$ cat src/rtl/program_loader_pkg.sv
// program_loader_pkg: shared types and constants for the program loader
package program_loader_pkg;

    typedef enum logic [1:0] {
        LEN,
        DATA,
        CSUM,
        DONE
    } state_t;

    localparam int ADDR_W_DEF = 4;
    localparam int LEN_MAX    = 1 << ADDR_W_DEF;
    localparam int CSUM_W     = 8;

    function automatic int len_max(input int aw);
        return 1 << aw;
    endfunction

endpackage

$ cat src/rtl/program_loader_if.sv
// program_loader_if: valid/ready byte stream feeding the program loader
interface program_loader_if #(
    parameter int DATA_W = 8
);
    logic [DATA_W-1:0] in_data;
    logic              in_valid;
    logic              in_ready;

    modport master (output in_data, output in_valid, input in_ready);
    modport slave  (input in_data, input in_valid, output in_ready);
endinterface

$ cat src/rtl/program_loader.sv
// program_loader: writes a length-prefixed byte stream into memory and holds the CPU until done
// Optional trailing checksum byte enabled by PROGRAM_LOADER_CHECKSUM_EN.
module program_loader
    import program_loader_pkg::*;
#(
    parameter int ADDR_W = 4,
    parameter int DATA_W = 8
) (
    input  logic              CLK,
    input  logic              RST,
    input  logic              start,
    program_loader_if.slave   s,
    output logic [ADDR_W-1:0] mem_addr,
    output logic [DATA_W-1:0] mem_data,
    output logic              mem_write,
    output logic              cpu_hold,
    output logic              done,
    output logic              err,
    output logic [ADDR_W:0]   count
);

    localparam int LMAX = len_max(ADDR_W);

    state_t          state;
    logic [ADDR_W:0] len;
    logic [ADDR_W:0] l;
    logic [ADDR_W:0] count_nx;
    logic            xfer;
    logic            bad_len;

    assign s.in_ready = ~RST & (state != DONE);
    assign xfer       = s.in_valid & s.in_ready;
    assign l          = s.in_data[ADDR_W:0];
    assign bad_len    = (l == '0) || (int'(l) > LMAX);
    assign count_nx   = count + {{ADDR_W{1'b0}}, 1'b1};

`ifdef PROGRAM_LOADER_CHECKSUM_EN
    logic [CSUM_W-1:0] sum;
    logic [CSUM_W-1:0] sum_nx;

    assign sum_nx = sum + s.in_data;
`endif

    // Loader FSM with registered write port and status outputs
    always_ff @(posedge CLK) begin
        if (RST) begin
            state     <= LEN;
            len       <= '0;
            count     <= '0;
            mem_write <= 1'b0;
            mem_addr  <= '0;
            mem_data  <= '0;
            cpu_hold  <= 1'b1;
            done      <= 1'b0;
            err       <= 1'b0;
`ifdef PROGRAM_LOADER_CHECKSUM_EN
            sum       <= '0;
`endif
        end else begin
            mem_write <= 1'b0;
            case (state)
                LEN: if (xfer) begin
                    if (bad_len) begin
                        err   <= 1'b1;
                        done  <= 1'b1;
                        state <= DONE;
                    end else begin
                        len   <= l;
                        count <= '0;
                        state <= DATA;
`ifdef PROGRAM_LOADER_CHECKSUM_EN
                        sum   <= s.in_data;
`endif
                    end
                end
                DATA: if (xfer) begin
                    mem_write <= 1'b1;
                    mem_addr  <= count[ADDR_W-1:0];
                    mem_data  <= s.in_data;
                    count     <= count_nx;
`ifdef PROGRAM_LOADER_CHECKSUM_EN
                    sum       <= sum_nx;
                    if (count_nx == len) state <= CSUM;
`else
                    if (count_nx == len) begin
                        state    <= DONE;
                        done     <= 1'b1;
                        cpu_hold <= 1'b0;
                    end
`endif
                end
`ifdef PROGRAM_LOADER_CHECKSUM_EN
                CSUM: if (xfer) begin
                    done     <= 1'b1;
                    err      <= |sum_nx;
                    cpu_hold <= |sum_nx;
                    state    <= DONE;
                end
`endif
                DONE: if (start) begin
                    done     <= 1'b0;
                    err      <= 1'b0;
                    count    <= '0;
                    cpu_hold <= 1'b1;
                    state    <= LEN;
                end
                default: state <= LEN;
            endcase
        end
    end

endmodule

$ cat src/flat_wrapper.sv
// flat-port wrapper written by rule: the top's interface ports become plain ports
module program_loader_flat import program_loader_pkg::*;
#(
    parameter int ADDR_W = 4,
    parameter int DATA_W = 8
)
  (CLK, RST, start, mem_addr, mem_data, mem_write, cpu_hold, done, err, count, s_in_data, s_in_valid, s_in_ready);
  program_loader_if #(.DATA_W(DATA_W)) s_i ();
  input  logic CLK;
  input  logic RST;
  input  logic start;
  output logic [ADDR_W-1:0] mem_addr;
  output logic [DATA_W-1:0] mem_data;
  output logic mem_write;
  output logic cpu_hold;
  output logic done;
  output logic err;
  output logic [ADDR_W:0] count;
  input wire logic [$bits(s_i.in_data)-1:0] s_in_data;
  input wire logic [$bits(s_i.in_valid)-1:0] s_in_valid;
  output wire logic [$bits(s_i.in_ready)-1:0] s_in_ready;
  assign s_i.in_data = s_in_data;
  assign s_i.in_valid = s_in_valid;
  assign s_in_ready = s_i.in_ready;
  program_loader #(.ADDR_W(ADDR_W), .DATA_W(DATA_W)) u_core (.CLK(CLK), .RST(RST), .start(start), .s(s_i), .mem_addr(mem_addr), .mem_data(mem_data), .mem_write(mem_write), .cpu_hold(cpu_hold), .done(done), .err(err), .count(count));
endmodule
$ cat config.mk
export PLATFORM = sky130hd
export DESIGN_NAME = program_loader_flat
export DESIGN_NICKNAME = d
export VERILOG_FILES = /design/src/rtl/program_loader_pkg.sv /design/src/rtl/program_loader_if.sv /design/src/rtl/program_loader.sv /design/src/flat_wrapper.sv
export SDC_FILE = /design/constraint.sdc
export NUM_CORES = 1
export LEC_CHECK = 0
export ABC_CLOCK_PERIOD_IN_PS = 2029
export CAP_MARGIN = 5
export CELL_PAD_IN_SITES_DETAIL_PLACEMENT = 1
export CELL_PAD_IN_SITES_GLOBAL_PLACEMENT = 2
export CORE_ASPECT_RATIO = 0.5
export CORE_MARGIN = 3
export CORE_UTILIZATION = 25
export DETAILED_ROUTE_END_ITERATION = 8
export PLACE_DENSITY = 0.86
export SYNTH_ARGS = -nofsm -noshare
export SYNTH_HDL_FRONTEND = slang
export SYNTH_SLANG_ARGS = --single-unit
$ cat constraint.sdc
create_clock -name CLK -period 2.03 [get_ports CLK]
set_input_delay 0.609 -clock CLK [delete_from_list [all_inputs] [get_ports CLK]]
set_output_delay 0.609 -clock CLK [all_outputs]
set_load 0.03 [all_outputs]
## Yosys cells after proc, flatten, opt, wreduce, memory -nomap -nowiden

Index checks and enable logic that the tools add are counted.

- Multiplexer cells: 23
- Reductions and logical operators: 14
- Equal/unequal tests: 10
- Magnitude comparators: 1
- Bitwise gates (word level): 5
- Add/sub/neg operators: 1

Operators by type and width:

| cell | count |
|---|---|
| $mux W5 | 4 |
| $pmux W5 S3 | 1 |
| $reduce_and A4 Y1 | 3 |
| $mux W2 | 5 |
| $mux W1 | 9 |
| $ne A2 B1 Y1 const B | 4 |
| $ne A2 B2 Y1 const B | 3 |
| $pmux W2 S3 | 1 |
| $reduce_and A6 Y1 | 1 |
| $add A5 B1 Y5 const B | 1 |
| $eq A5 B5 Y1 | 1 |
| $gt A5 B5 Y1 const B | 1 |
| $logic_not A5 Y1 | 1 |
| $reduce_and A5 Y1 | 1 |
| $pmux W1 S2 | 2 |
| $reduce_bool A2 Y1 | 2 |
| $not A1 Y1 | 3 |
| $pmux W1 S3 | 1 |
| $reduce_and A3 Y1 | 1 |
| $reduce_bool A3 Y1 | 1 |
| $and A1 B1 Y1 | 2 |
| $eq A2 B1 Y1 const B | 1 |
| $eq A2 B2 Y1 const B | 1 |
| $logic_not A2 Y1 | 1 |
| other kinds (3) | 3 |

- Bits in registers: 28
- Bits of input ports: 12
- Word-level logic and storage cells: 63

## Logic depth before layout (Yosys ltp)

- Depth in word-level cells: 5
- Depth in mapped cells: 10
- Depth with buffers taken out: 6

## Least setup slack after synthesis

OpenSTA, ideal clock, no wires.

- Path kind: input to output
- From: in RST
- To: out s_in_ready
- Path buffers: 2
- Stages: 3
- Arrival time: 1.481 ns
- Path slack: -0.060 ns
- Cell sequence: buf_6 clkbuf_1 a21oi_1

- Word-level cells in the longest chain between the ends: 2

Ends and longest elaborated chain:

| element | RTL line | RTL |
|---|---|---|
| start, declared | flat_wrapper.sv:10 | `input logic RST;` |
| $not A1 Y1 | program_loader.sv:31 | `assign s.in_ready = ~RST & (state != DONE);` |
| $and A1 B1 Y1 | program_loader.sv:31 |  |
| end, declared | flat_wrapper.sv:21 | `output wire logic [$bits(s_i.in_ready)-1:0] s_in_ready;` |

Every way passes these cells.

## Worst setup path in the final report

Same ends and word-level chain as after synthesis.

==> results.md <==
- Status: completed
- Remaining antenna violation count: 0
- GRT Resource Usage Total: 13.8%
- Post-synth EDFFs: 0
- Final hold vios: 0
- Die area: 0.00609 mm²
- Crit path DAT: 1380 ps
- Critical path class: in -> out
- Syn Inst Count: 147
- Startpoint Class: primary input
- Vert. Die Dim: 56.7 µm
- Largest net degree at the start of global routing: 16
- Std-Cell Rows: 17
- Clock Sinks: 28
- Drt wl/cell: 15.1 µm
- Leakage: 0.000699 µW
- Maximum vdd ir drop: 214 µV
- Clock-pin slew on the worst setup and hold paths: 100 ps
- Syn nets: 160
- #FFs+latches synth: 28
- Clock Root Buffer: clkbuf_8
- Gr ovfl total: 0
- Required time of the critical path: 1420 ps
- Min Clock Period, post-route: 1990 ps
- Final #Nets: 210
- Area grow syn2layout: 50.5%
- Post-CTS Setup Bufs: 0
- Vias in the first global route: 1,307
- Number of DRC markers in iteration 0: 62
- Final Cycle Share: 97.9%
- Die extent in x: 107 µm
- Sequential share of the synthesized area: 43.6%
- Max_cap viols: 0
- Clk_lat worst skew: 280 ps
- Drc violations: 0
- Seq. cell area: 561 µm²
- PwrDens: 587 mW/mm²
- Yosys cell types: 38
- Post-synth ARST share: 0%
- First-pass GRT wire length: 6.69 mm
- Area of the multi-input gates: 672 µm²
- Critical Path Fanout Max: 13
- Prevailing post-synth register cell: dfxtp_1
- Via Count: 1,239
- Post-detail-place hpwl: 2.83 mm
- Final max-slew violation count: 0
- Worst Hold Class: reg -> reg
- Avg Inst Size Synth: 8.75 µm²
- Initial antenna violation count: 0
- Placeable Area: 0.00468 mm²
- CTS Buf Count: 3
- CTS tree: yes
- GP Congestion: 0.768
- Worst Setup End Kind: primary output
- RSZ-0062 raised after global routing: false
- Diode count: 0
- DRT Pass-1 Iters: 4
- Actual slew at the worst max-slew pin: 452 ps
- Endpoints failing setup: 0
- Fin Clk Skew: 7.43 ps
- Max clock buf depth: 2
- H-tree depth: 1
- Max Freq: 503 MHz
- Total Wirelength: 3.95 mm
- PortBufs: 33
- Cts hold-fix bufs: 0
- Fill count: 550
- Initial Utilization: 27.5%
- WHS: 465 ps
- Avg Vias per Cell: 4.73
- Layout cells sized above 1: 25.0%
- I/O pin count: 34
- Post-Syn Area: 0.00129 mm²
- Yosys warnings: 0
- Setup_tns: 0 ps
- Rel. slew slack: 69.5%
path summary, 6_finish.rpt:
kind | startpoint | end | slack [ps] | depth (start not counted)
hold / removal | u_core.cpu_hold | u_core.cpu_hold | 470 | 2
setup reg to reg | u_core.count[0] | u_core.state[1] | 90 | 5
hold reg to reg | u_core.cpu_hold | u_core.cpu_hold | 470 | 2
setup / recovery | RST | s_in_ready | 40 | 4
registers in the layout (all words and copies together) (netlist names):
register,cells
u_core.len,5
u_core.count,5
u_core.mem_data,8
u_core.done,1
u_core.state,2
u_core.mem_write,1
u_core.mem_addr,4
u_core.err,1
u_core.cpu_hold,1
where the power goes:
| part | total (µW) | leakage, µW | internal (µW) | switching (µW) |
|---|---|---|---|---|
| Sequential | 580 | 0.000227 | 565 | 15.0 |
| Clock | 356 | 0.0000288 | 174 | 182 |
| Combinational | 200 | 0.000443 | 97.9 | 102 |
synthesized netlist by cell type, types with 2 or more instances:
master | count | area, µm²
dfxtp_1 | 28 | 561
nand2_1 | 28 | 105
a21oi_1 | 13 | 65.1
a21oi_2 | 9 | 78.8
o21ai_0 | 7 | 35.0
nand3b_1 | 5 | 37.5
buf_6 | 4 | 45.0
clkbuf_1 | 4 | 15.0
nand3_1 | 4 | 20.0
xnor2_1 | 4 | 35.0
buf_2 | 3 | 15.0
nand2b_1 | 3 | 18.8
nor2_1 | 3 | 11.3
xor2_1 | 3 | 26.3
a31oi_1 | 2 | 12.5
inv_1 | 2 | 7.51
nand2_2 | 2 | 12.5
nor2b_1 | 2 | 12.5
o211ai_1 | 2 | 15.0
stage by stage:
step           cells  total power [µW]  worst slack, ps  util, %  instance area (µm²)
6_report         262              1140             42.1     41.4                 1940
5_1_grt          262              1190             1.63     41.4                 1940
4_1_cts          262              1150             31.8     41.4                 1940
3_5_place_dp     256               777             -348     38.8                 1820
3_3_place_gp     256               773             -309     38.8                 1820
2_1_floorplan    147               683            -35.3        -                 1300
critical path, stage by stage:
cell and delay [ps]:
dlygate4sd2_1 320, buf_12 190, a21oi_2 100, buf_4 160
cell families after synthesis:
family                   after synthesis  synth area share (%)
AND/OR/NAND/NOR                       53                  20.1
buffers and inverters                 14                  6.71
adder cells (fa/ha/maj)                1                 0.973
AO/OA/AOI/OAI                         44                  23.8
flip-flops                            28                  43.6
XOR/XNOR                               7                  4.77
area by class of cell:
| cell class | instances | area share (%) |
|---|---|---|
| clock buffer | 4 | 2.84 |
| inverter | 3 | 0.582 |
| multi-input combinational | 105 | 34.7 |
| sequential | 28 | 29.0 |
| tap | 66 | 4.27 |
| timing repair buffer | 56 | 28.6 |
what timing repair did:
| action | in CTS | in global routing |
|---|---|---|
| endpoints found under the setup margin | 10 | 12 |
| cloned | 2 | 0 |
| resized for setup | 10 | 3 |
| pin swaps | 2 | 0 |
layout by cell type, fill, tap and decap left out, drive strengths merged:
| cell type | instances |
|---|---|
| dlygate4sd2 | 5 |
| xnor2 | 4 |
| o22ai | 1 |
| nor4 | 1 |
| a31oi | 2 |
| o21ba | 1 |
| or3b | 1 |
| nand2b | 3 |
| o311ai | 1 |
| buf | 23 |
| a221oi | 1 |
| nor2 | 3 |
| dfxtp | 28 |
| nand3 | 4 |
| a21boi | 1 |
| inv | 3 |
| nor3 | 1 |
| nand4b | 1 |
| xor2 | 3 |
| bufbuf | 1 |
| clkbuf | 4 |
| o21ai | 7 |
| a21oi | 22 |
| a22oi | 1 |
| clkdlybuf4s50 | 27 |
| o2111ai | 1 |
| nand2 | 30 |
| a311oi | 1 |
| or2 | 1 |
| a211oi | 2 |
| o211ai | 2 |
| nand3b | 5 |
| nor2b | 2 |
| o21a | 1 |
| ha | 1 |
| or3 | 1 |
metal layers:
metal | vias to the layer above | GRT usage (%) | share of wire, %
met4 | 0 | 2.70 | 0.68
met2 | 27 | 22.8 | 48
met1 | 600 | 18.8 | 47
li1 | 608 | - | -
met3 | 4 | 2.76 | 4.1
met5 | - | 0 | 0
(Power assumes the default switching activity.)
